`config.mk`:
```
export PLATFORM = sky130hd
export DESIGN_NAME = seq_divider
export DESIGN_NICKNAME = d
export VERILOG_FILES = /design/src/rtl/seq_divider.sv
export SDC_FILE = /design/constraint.sdc
export NUM_CORES = 1
export LEC_CHECK = 0
export ABC_AREA = 1
export BUFFER_PORTS_ARGS = -buffer_cell sky130_fd_sc_hd__buf_2
export CORE_MARGIN = 10
export CORE_UTILIZATION = 60
export CTS_BUF_LIST = sky130_fd_sc_hd__clkbuf_8
export CTS_CLUSTER_SIZE = 14
export DETAILED_ROUTE_END_ITERATION = 10
export GPL_ROUTABILITY_DRIVEN = 0
export PLACE_DENSITY = 0.86
export SLEW_MARGIN = 15
export SYNTH_ARGS = -nofsm -noshare
export SYNTH_HDL_FRONTEND = slang
export SYNTH_SLANG_ARGS = --single-unit
```
`constraint.sdc`:
```
create_clock -name clk -period 3.8 [get_ports clk]
set_clock_uncertainty 0.05 [all_clocks]
set_input_delay 0.76 -clock clk [delete_from_list [all_inputs] [get_ports clk]]
set_output_delay 0.76 -clock clk [all_outputs]
set_load 0.05 [all_outputs]
```
`src/rtl/seq_divider.sv`:
```
`default_nettype none
// ============================================================================
//  Module      : seq_divider (with helper module adder)
//  Description : Multi-cycle restoring divider for the Multiply-Division Unit.
//                Produces one quotient bit per clock. The trial subtraction
//                reuses the combinational adder: it is fed the inverted
//                divisor with carry_in = 1. Quotient, remainder and
//                div_by_zero are valid while done pulses for one cycle.
//                Optional build macro SEQ_DIVIDER_SIGNED_EN adds a signed_op
//                input and a FIX state. In that build every non-zero-divisor
//                operation takes one extra cycle.
//  Revision    : 1.0 - initial release
// ============================================================================

module adder #(
    parameter int WIDTH = 5
) (
    input  logic [WIDTH-1:0] a,
    input  logic [WIDTH-1:0] b,
    input  logic             carry_in,
    output logic [WIDTH-1:0] sum
);
    assign sum = a + b + {{(WIDTH-1){1'b0}}, carry_in};
endmodule

module seq_divider #(
    parameter int parallelism = 4
) (
    input  logic                   clk,
    input  logic                   rst_n,
    input  logic                   start,
    input  logic [parallelism-1:0] dividend,
    input  logic [parallelism-1:0] divisor,
`ifdef SEQ_DIVIDER_SIGNED_EN
    input  logic                   signed_op,
`endif
    output logic                   busy,
    output logic                   done,
    output logic [parallelism-1:0] quotient,
    output logic [parallelism-1:0] remainder,
    output logic                   div_by_zero
);

    localparam int c_cnt_w = $clog2(parallelism);

    localparam logic [1:0] c_st_idle = 2'd0;
    localparam logic [1:0] c_st_calc = 2'd1;
    localparam logic [1:0] c_st_done = 2'd2;
`ifdef SEQ_DIVIDER_SIGNED_EN
    localparam logic [1:0] c_st_fix  = 2'd3;
    localparam logic [parallelism-1:0] c_one = parallelism'(1);
`endif

    logic [1:0]             r_state;
    logic [1:0]             w_next_state;
    logic [parallelism-1:0] r_q;
    logic [parallelism-1:0] r_r;
    logic [parallelism-1:0] r_dvs;
    logic [c_cnt_w-1:0]     r_cnt;
    logic                   r_busy;
    logic                   r_done;
    logic                   r_dbz;

    logic                   w_accept;
    logic                   w_dvs_zero;
    logic [parallelism-1:0] w_dd_mag;
    logic [parallelism-1:0] w_dv_mag;
    logic [parallelism:0]   w_r_shift;
    logic [parallelism:0]   w_trial;

    assign w_accept   = start && ((r_state == c_st_idle) || (r_state == c_st_done));
    assign w_dvs_zero = (divisor == '0);

`ifdef SEQ_DIVIDER_SIGNED_EN
    logic w_dd_neg;
    logic w_dv_neg;
    logic r_neg_q;
    logic r_neg_r;

    // CALC always works on magnitudes. The sign fix-up happens in FIX.
    assign w_dd_neg = signed_op & dividend[parallelism-1];
    assign w_dv_neg = signed_op & divisor[parallelism-1];
    assign w_dd_mag = w_dd_neg ? (~dividend + c_one) : dividend;
    assign w_dv_mag = w_dv_neg ? (~divisor + c_one) : divisor;
`else
    assign w_dd_mag = dividend;
    assign w_dv_mag = divisor;
`endif

    // Shift the next dividend bit into the partial remainder. Then subtract
    // {0,divisor} as R' + ~{0,divisor} + 1.
    assign w_r_shift = {r_r, r_q[parallelism-1]};

    adder #(
        .WIDTH    (parallelism + 1)
    ) u_trial_sub (
        .a        (w_r_shift),
        .b        ({1'b1, ~r_dvs}),
        .carry_in (1'b1),
        .sum      (w_trial)
    );

    // Next-state selection. A divide by zero skips CALC entirely.
    always_comb begin
        w_next_state = r_state;
        case (r_state)
            c_st_idle: begin
                if (start) begin
                    w_next_state = w_dvs_zero ? c_st_done : c_st_calc;
                end
            end
            c_st_calc: begin
                if (r_cnt == '0) begin
`ifdef SEQ_DIVIDER_SIGNED_EN
                    w_next_state = c_st_fix;
`else
                    w_next_state = c_st_done;
`endif
                end
            end
`ifdef SEQ_DIVIDER_SIGNED_EN
            c_st_fix: begin
                w_next_state = c_st_done;
            end
`endif
            c_st_done: begin
                if (start) begin
                    w_next_state = w_dvs_zero ? c_st_done : c_st_calc;
                end else begin
                    w_next_state = c_st_idle;
                end
            end
            default: begin
                w_next_state = c_st_idle;
            end
        endcase
    end

    // State register plus status flags. The flags are registered from the
    // next state so that busy and done line up with the state they describe.
    always_ff @(posedge clk) begin
        if (!rst_n) begin
            r_state <= c_st_idle;
            r_busy  <= 1'b0;
            r_done  <= 1'b0;
        end else begin
            r_state <= w_next_state;
            r_busy  <= (w_next_state != c_st_idle);
            r_done  <= (w_next_state == c_st_done);
        end
    end

    // Datapath: load operands, run the restoring iterations and apply the
    // sign fix-up. The working registers double as the result outputs.
    always_ff @(posedge clk) begin
        if (!rst_n) begin
            r_q   <= '0;
            r_r   <= '0;
            r_dvs <= '0;
            r_cnt <= '0;
            r_dbz <= 1'b0;
`ifdef SEQ_DIVIDER_SIGNED_EN
            r_neg_q <= 1'b0;
            r_neg_r <= 1'b0;
`endif
        end else if (w_accept) begin
            if (w_dvs_zero) begin
                r_q   <= '1;
                r_r   <= dividend;
                r_dbz <= 1'b1;
            end else begin
                r_q   <= w_dd_mag;
                r_r   <= '0;
                r_dvs <= w_dv_mag;
                r_cnt <= c_cnt_w'(parallelism - 1);
                r_dbz <= 1'b0;
`ifdef SEQ_DIVIDER_SIGNED_EN
                r_neg_q <= w_dd_neg ^ w_dv_neg;
                r_neg_r <= w_dd_neg;
`endif
            end
        end else if (r_state == c_st_calc) begin
            // A non-negative trial difference means the divisor fits.
            // In that case keep the difference and record a 1.
            r_q   <= {r_q[parallelism-2:0], ~w_trial[parallelism]};
            r_r   <= w_trial[parallelism] ? w_r_shift[parallelism-1:0]
                                          : w_trial[parallelism-1:0];
            r_cnt <= r_cnt - c_cnt_w'(1);
        end
`ifdef SEQ_DIVIDER_SIGNED_EN
        else if (r_state == c_st_fix) begin
            r_q <= r_neg_q ? (~r_q + c_one) : r_q;
            r_r <= r_neg_r ? (~r_r + c_one) : r_r;
        end
`endif
    end

    assign busy        = r_busy;
    assign done        = r_done;
    assign quotient    = r_q;
    assign remainder   = r_r;
    assign div_by_zero = r_dbz;

endmodule
`default_nettype wire
```
==> flow_summary.yaml, run 1 <==
worst_setup_path:
  critPathLaunchType: "register"
  arrival_ps: 1020
  crit_path_cell_trace: "buf_2"
  critPathBufInv: 1
  cp_top_family: "flip-flops"
  crit_path_start: "remainder[0]$_SDFFE_PN0P_"
  endpoint_kind: "output pin"
  reg2reg_depth: 11
  r2r-end: "quotient[0]$_SDFFE_PN0P_"
  cp_data_required_time_ps: 2990
  cp_max_fo: 5
  slowest_delay_ps: 450
  path_depth: 1
  crit_type: "register to output pin"
  r2r-start: "quotient[3]$_SDFFE_PN0P_"
  r2r_slack_ps: 2000
  cpMaxStageDelayCell: "dfxtp_1"
drt:
  viasPerCell: 5.61
  postRouteWirelength_um: 2340
  drc: 0
  postRouteAntennaNets: 0
  drtIter0Drc: 34
  drt_first_pass_iters: 4
  routedWlPerCell_um: 13.7
  via_count: 960
floorplan:
  rows: 15
  design.core.area_mm2: 0.00169
  io_pins: 22
  initial_core_util: 0.621
  die_h_um: 61.8
  die_area_mm2: 0.00382
  dieWidth_um: 61.8
sta:
  tightest_slew_ps: 264
  max_clock_freq_mhz: 545
  hold_slack_ps: 409
  drv_slew: 0
  rsz0062_at_grt: "no"
  post-route-period-util: 0.483
  setup_viol: 0
  setup_tns_ps: 0
  hold_viol_final: 0
  layout_min_cycle_time_ps: 1830
  slew_headroom: 0.824
clock_tree:
  clk_latency_ps: 260
  cts.htree.levels: 1
  cts_setup_buffers: 0
  numCtsBuffers: 3
  cts_tree: "built"
  ctsHoldBuffers: 0
  cts.clk_slew.worst_paths_ps: 70
  ctsResizeCount: 0
  cts_root_buffer: "clkbuf_8"
  clockBufferDepth: 2
  cts.sinks: 19
yosys:
  synth.mux.area_fraction: 0
  synth_area_mm2: 0.00105
  synth_xor_area_frac: 0.00834
  synth_cells: 130
  avgSynthCellArea_um2: 8.08
  synthTopCellsByArea: "dfxtp_1 36%, a21oi_1 6.2%, nand2_1 6.1%, ha_1 6.0%, inv_1 5.7%"
  yosys.area.top_type: "dfxtp_1"
  ys_seq_area_frac: 0.362
  synth_top_family_by_area: "simple AND/OR/NAND/NOR gates"
  synth_top_area_share: 0.362
  ys.warnings.count: 0
  synth-seq-cells: 19
  synth_compound_area_frac: 0.168
  synthAdderAreaFrac: 0.0787
  synth-simple-area-share: 0.299
  yosys.cell_types.count: 26
  syn_nets: 147
min_path:
  min_to: "r_state[0]$_SDFF_PN0_"
  min_from: "r_state[1]$_SDFF_PN0_"
  hold_path.class: "register to register"
  holdPathStages: 1
finish:
  fillerInstances: 135
  syn2layout_area_growth_pct: 16.1
  seq_area_um2: 380
  fin_nets: 172
  final_common_cell: "buf_2"
  antennaDiodeCount: 0
  drive_gt1_frac: 0.286
  multi_input_area_um2: 582
  utilization: 0.721
  mostFrequentLayoutCells: "21 x buf_2, 19 x dfxtp_1, 17 x nand2_1"
  fin_cells: 171
global_routing:
  grt_max_degree: 15
  grt_pass1_vias: 976
  grt_usage: 0.138
  antenna_found_initial: 0
  grt_pass1_wl_um: 4020
  grt_overflow: 0
pwr:
  p_leak_nw: 0.594
  cellPowerDensity_mw_per_mm2: 538
  ir_drop_mv: 0.361
place:
  port_buffers: 21
  hpwl_um: 1830
  dpl.cell_count: 167
job:
  maxCapViolations: 0
run_status:
  status: "finished clean"
Yosys cell counts:
| library cell | count |
|---|---|
| nor2_2 | 1 |
| or2_2 | 1 |
| or2_4 | 2 |
| nand2_1 | 17 |
| nand2_2 | 2 |
| inv_1 | 16 |
| o32ai_1 | 2 |
| nand3_4 | 1 |
| a21oi_1 | 13 |
| nand2_4 | 2 |
| nor2_1 | 8 |
| xnor2_1 | 1 |
| nand3_1 | 11 |
| ha_1 | 5 |
| o21ai_1 | 9 |
| nand2_8 | 2 |
| clkbuf_1 | 1 |
| dfxtp_1 | 19 |
| a221oi_2 | 1 |
| o211ai_1 | 2 |
| nand3_2 | 2 |
| fa_1 | 1 |
| inv_2 | 3 |
| nand3b_1 | 3 |
| inv_4 | 2 |
| o22ai_1 | 3 |
through the flow:
stage	setup WS, ps	total power [mW]	area (um^2)
after CTS	1940	0.656	1220
final	1970	0.655	1220
after detailed placement	2050	0.514	1170
after floorplan	1910	0.459	1050
after global routing	1870	0.700	1220
after global placement	2070	0.507	1170
cell families after synthesis:
family,after synthesis
buf+inv,22
xor+xnor,1
simple gates,52
fa+ha+maj,6
flops,19
compound gates,30
routing by layer:
layer / wire (um) / GRT usage / vias up
met5: 0 / 0 / -
met4: 34 / 0.0605 / 0
met3: 161 / 0.0366 / 4
met2: 1130 / 0.228 / 34
met1: 1010 / 0.163 / 439
li1: - / - / 483
area by class of cell:
type / count / share of cell area
Clock buffer: 3 / 0.0339
Clock inverter: 1 / 0.00411
Inverter: 21 / 0.0688
Multi-Input combinational cell: 89 / 0.477
Sequential cell: 19 / 0.312
Tap cell: 17 / 0.0175
Timing Repair Buffer: 21 / 0.0862
sequential cells by signal, summed over array words and instances (netlist names):
| name | count |
|---|---|
| remainder | 4 |
| r_dvs | 4 |
| div_by_zero | 1 |
| r_state | 2 |
| quotient | 4 |
| r_cnt | 2 |
| busy | 1 |
| done | 1 |
worst max-delay path by stage:
stage | end | slack [ps]
floorplan | quotient[0]$_SDFFE_PN0P_ | 1910
global placement | remainder[2]$_SDFFE_PN0P_ | 2070
detailed placement | quotient[0]$_SDFFE_PN0P_ | 2050
CTS | remainder[0] | 1940
global route | quotient[0]$_SDFFE_PN0P_ | 1870
finish | remainder[0] | 1970
power breakdown:
part           switching [mW]  internal (mW)
combinational           0.181         0.0921
clock                  0.0688         0.0731
sequential             0.0176          0.222
total                   0.268          0.388
No activity file was read; power rests on OpenSTA's default activity.
==> inputs of run 2 (changes only) <==
Settings changed: CORE_UTILIZATION 60 to 55, PLACE_DENSITY 0.86 to 0.8.
Clock period 3.8 ns to 1.8 ns, I/O delays scaled along.
==> run 2 against run 1 <==
Against the previous run:
- via count up 0.73%
- largest power group unchanged
- clock power rose by 110%
- cell count increased by 5.8%
- combinational power is 130% higher
- count of clock-buffer cells in the layout stayed put
- non-clock buffer count increased by 2
- die area grew 6.1%
- global-route usage fell by 0.85 points
- wire length up 8.3%
- register-to-register slack worse by 1900 ps
==> flow_summary.yaml, run 2 (same netlist as run 1, synthesis figures left out) <==
drt:
  postRouteAntennaNets: 0
  drt_first_pass_iters: 4
  drtIter0Drc: 44
  met1_length_um: 1160
  dr_wl_met3_um: 163
  drc: 0
  viasPerCell: 5.34
  routedWlPerCell_um: 14.0
  topRoutingLayerUsed: "met4"
  postRouteWirelength_um: 2530
  wl_met2_um: 1170
  via_count: 967
sta:
  setup_viol: 0
  post-route-period-util: 0.948
  layout_min_cycle_time_ps: 1710
  max_clock_freq_mhz: 586
  slew_headroom: 0.824
  drv_slew: 0
  tightest_slew_ps: 264
  setup_tns_ps: 0
  hold_viol_final: 0
finish:
  multi_input_area_um2: 612
  drive_gt1_frac: 0.346
  final_common_cell: "buf_2"
  mostFrequentLayoutCells: "21 x buf_2, 18 x dfxtp_1, 16 x nand2_1"
  fillerInstances: 155
  syn2layout_area_growth_pct: 21.5
  fin_nets: 174
  seq_area_um2: 382
  utilization: 0.723
  fin_cells: 181
  antennaDiodeCount: 0
place:
  hpwl_um: 1910
  port_buffers: 21
  dpl.cell_count: 175
worst_setup_path:
  critPathBufInv: 2
  crit_type: "register to register"
  cpMaxStageDelayCell: "fa_2"
  slowest_delay_ps: 400
  path_depth: 11
  r2r-start: "quotient[3]$_SDFFE_PN0P_"
  crit_path_end: "remainder[1]$_SDFFE_PN0P_"
  crit_path_start: "quotient[3]$_SDFFE_PN0P_"
  cp_max_fo: 5
  r2r-end: "remainder[1]$_SDFFE_PN0P_"
  cpMostUsedCell: "nand2_2"
  cp_top_family: "adder cells"
  cp_data_required_time_ps: 1940
  arrival_ps: 1850
  reg2reg_depth: 11
  endpoint_kind: "register"
  r2r_slack_ps: 90
  critPathLaunchType: "register"
  crit_path_cell_trace: "inv_2, ha_1, inv_1, fa_2, nand2_2, nand2_2, nand3_4, nand2_4, nand2_1, nand3_2, a21oi_2"
pwr:
  intPower_mw: 0.837
  power_mw: 1.43
  pwr-share-comb: 0.434
  ir_drop_mv: 0.910
  p_clk_frac: 0.209
  seq_power_share: 0.357
  p_sw_frac: 0.414
  cellPowerDensity_mw_per_mm2: 1120
  p_sw_mw: 0.591
  p_leak_nw: 0.609
floorplan:
  dieWidth_um: 63.7
  die_h_um: 63.7
  rows: 15
  design.core.area_mm2: 0.00176
  io_pins: 22
  initial_core_util: 0.595
  die_area_mm2: 0.00406
global_routing:
  grt_max_degree: 15
  grt_usage: 0.130
  grt_pass1_wl_um: 4420
  grt_overflow: 0
  antenna_found_initial: 0
  grt_pass1_vias: 1005
clock_tree:
  cts_root_buffer: "clkbuf_8"
  ctsHoldBuffers: 0
  cts.sinks: 19
  cts.clk_slew.worst_paths_ps: 70
  numCtsBuffers: 3
  clk_latency_ps: 260
  clockBufferDepth: 2
  cts.htree.levels: 1
  cts_tree: "built"
min_path:
  hold_path.class: "primary input to register"
job:
  maxCapViolations: 0
run_status:
  status: "finished clean"
-- run 2: changes by cell type in the layout (fill, tap and decap cells not counted), sizes merged --
| cell | before | now |
|---|---|---|
| buf | 21 | 23 |
-- run 2: final cells by class --
type                       instances  area share
inverter                          21      0.0658
tap                               25      0.0245
clock buffer                       3      0.0324
multi-input combinational         89       0.480
timing repair buffer              23      0.0942
sequential                        19       0.299
clock inverter                     1     0.00393
-- run 2: tightest hold or removal path, cell delays in order --
cell     delay (ps)
buf_2            90
nand3_1          60
o21ai_1          60
-- run 2: timing repair --
item                       CTS  global route
buffers inserted             0             2
setup endpoints to repair    0             5
gates resized for setup      0             8
-- run 2: worst min path at each step --
stage | startpoint | cells after the start | to | slack [ps]
2_1_floorplan | r_state[1]$_SDFF_PN0_ | 1 | r_state[0]$_SDFF_PN0_ | 390
3_3_place_gp | r_state[1]$_SDFF_PN0_ | 1 | r_state[0]$_SDFF_PN0_ | 400
3_5_place_dp | r_state[1]$_SDFF_PN0_ | 1 | r_state[0]$_SDFF_PN0_ | 400
4_1_cts | divisor[3] | 3 | r_dvs[3]$_SDFFE_PN0P_ | 300
5_1_grt | divisor[0] | 3 | r_dvs[0]$_SDFFE_PN0P_ | 340
6_report | divisor[3] | 3 | r_dvs[3]$_SDFFE_PN0P_ | 310
-- run 2: routing by layer --
metal  global-route usage  vias up
li1                     -      487
met1                0.152      441
met2                0.215       33
met3               0.0318        6
met4               0.0601        0
met5                    0        -
-- run 2: power by group through the flow --
| stage | Combinational, mW | Clock (mW) | Sequential (mW) |
|---|---|---|---|
| floorplan | 0.344 | 0 | 0.625 |
| global placement | 0.555 | 0 | 0.517 |
| detailed placement | 0.576 | 0 | 0.517 |
| CTS | 0.581 | 0.300 | 0.508 |
| global route | 0.680 | 0.329 | 0.518 |
| finish | 0.620 | 0.298 | 0.510 |
-- run 2: through the flow --
step / instance area (um^2) / hold slack [ps] / setup WS [ps]
6_report: 1270 / 306 / 94.0
5_1_grt: 1270 / 342 / -36.1
4_1_cts: 1230 / 304 / 27.9
3_5_place_dp: 1180 / 398 / 55.2
3_3_place_gp: 1180 / 396 / 114
2_1_floorplan: 1050 / 385 / 16.7
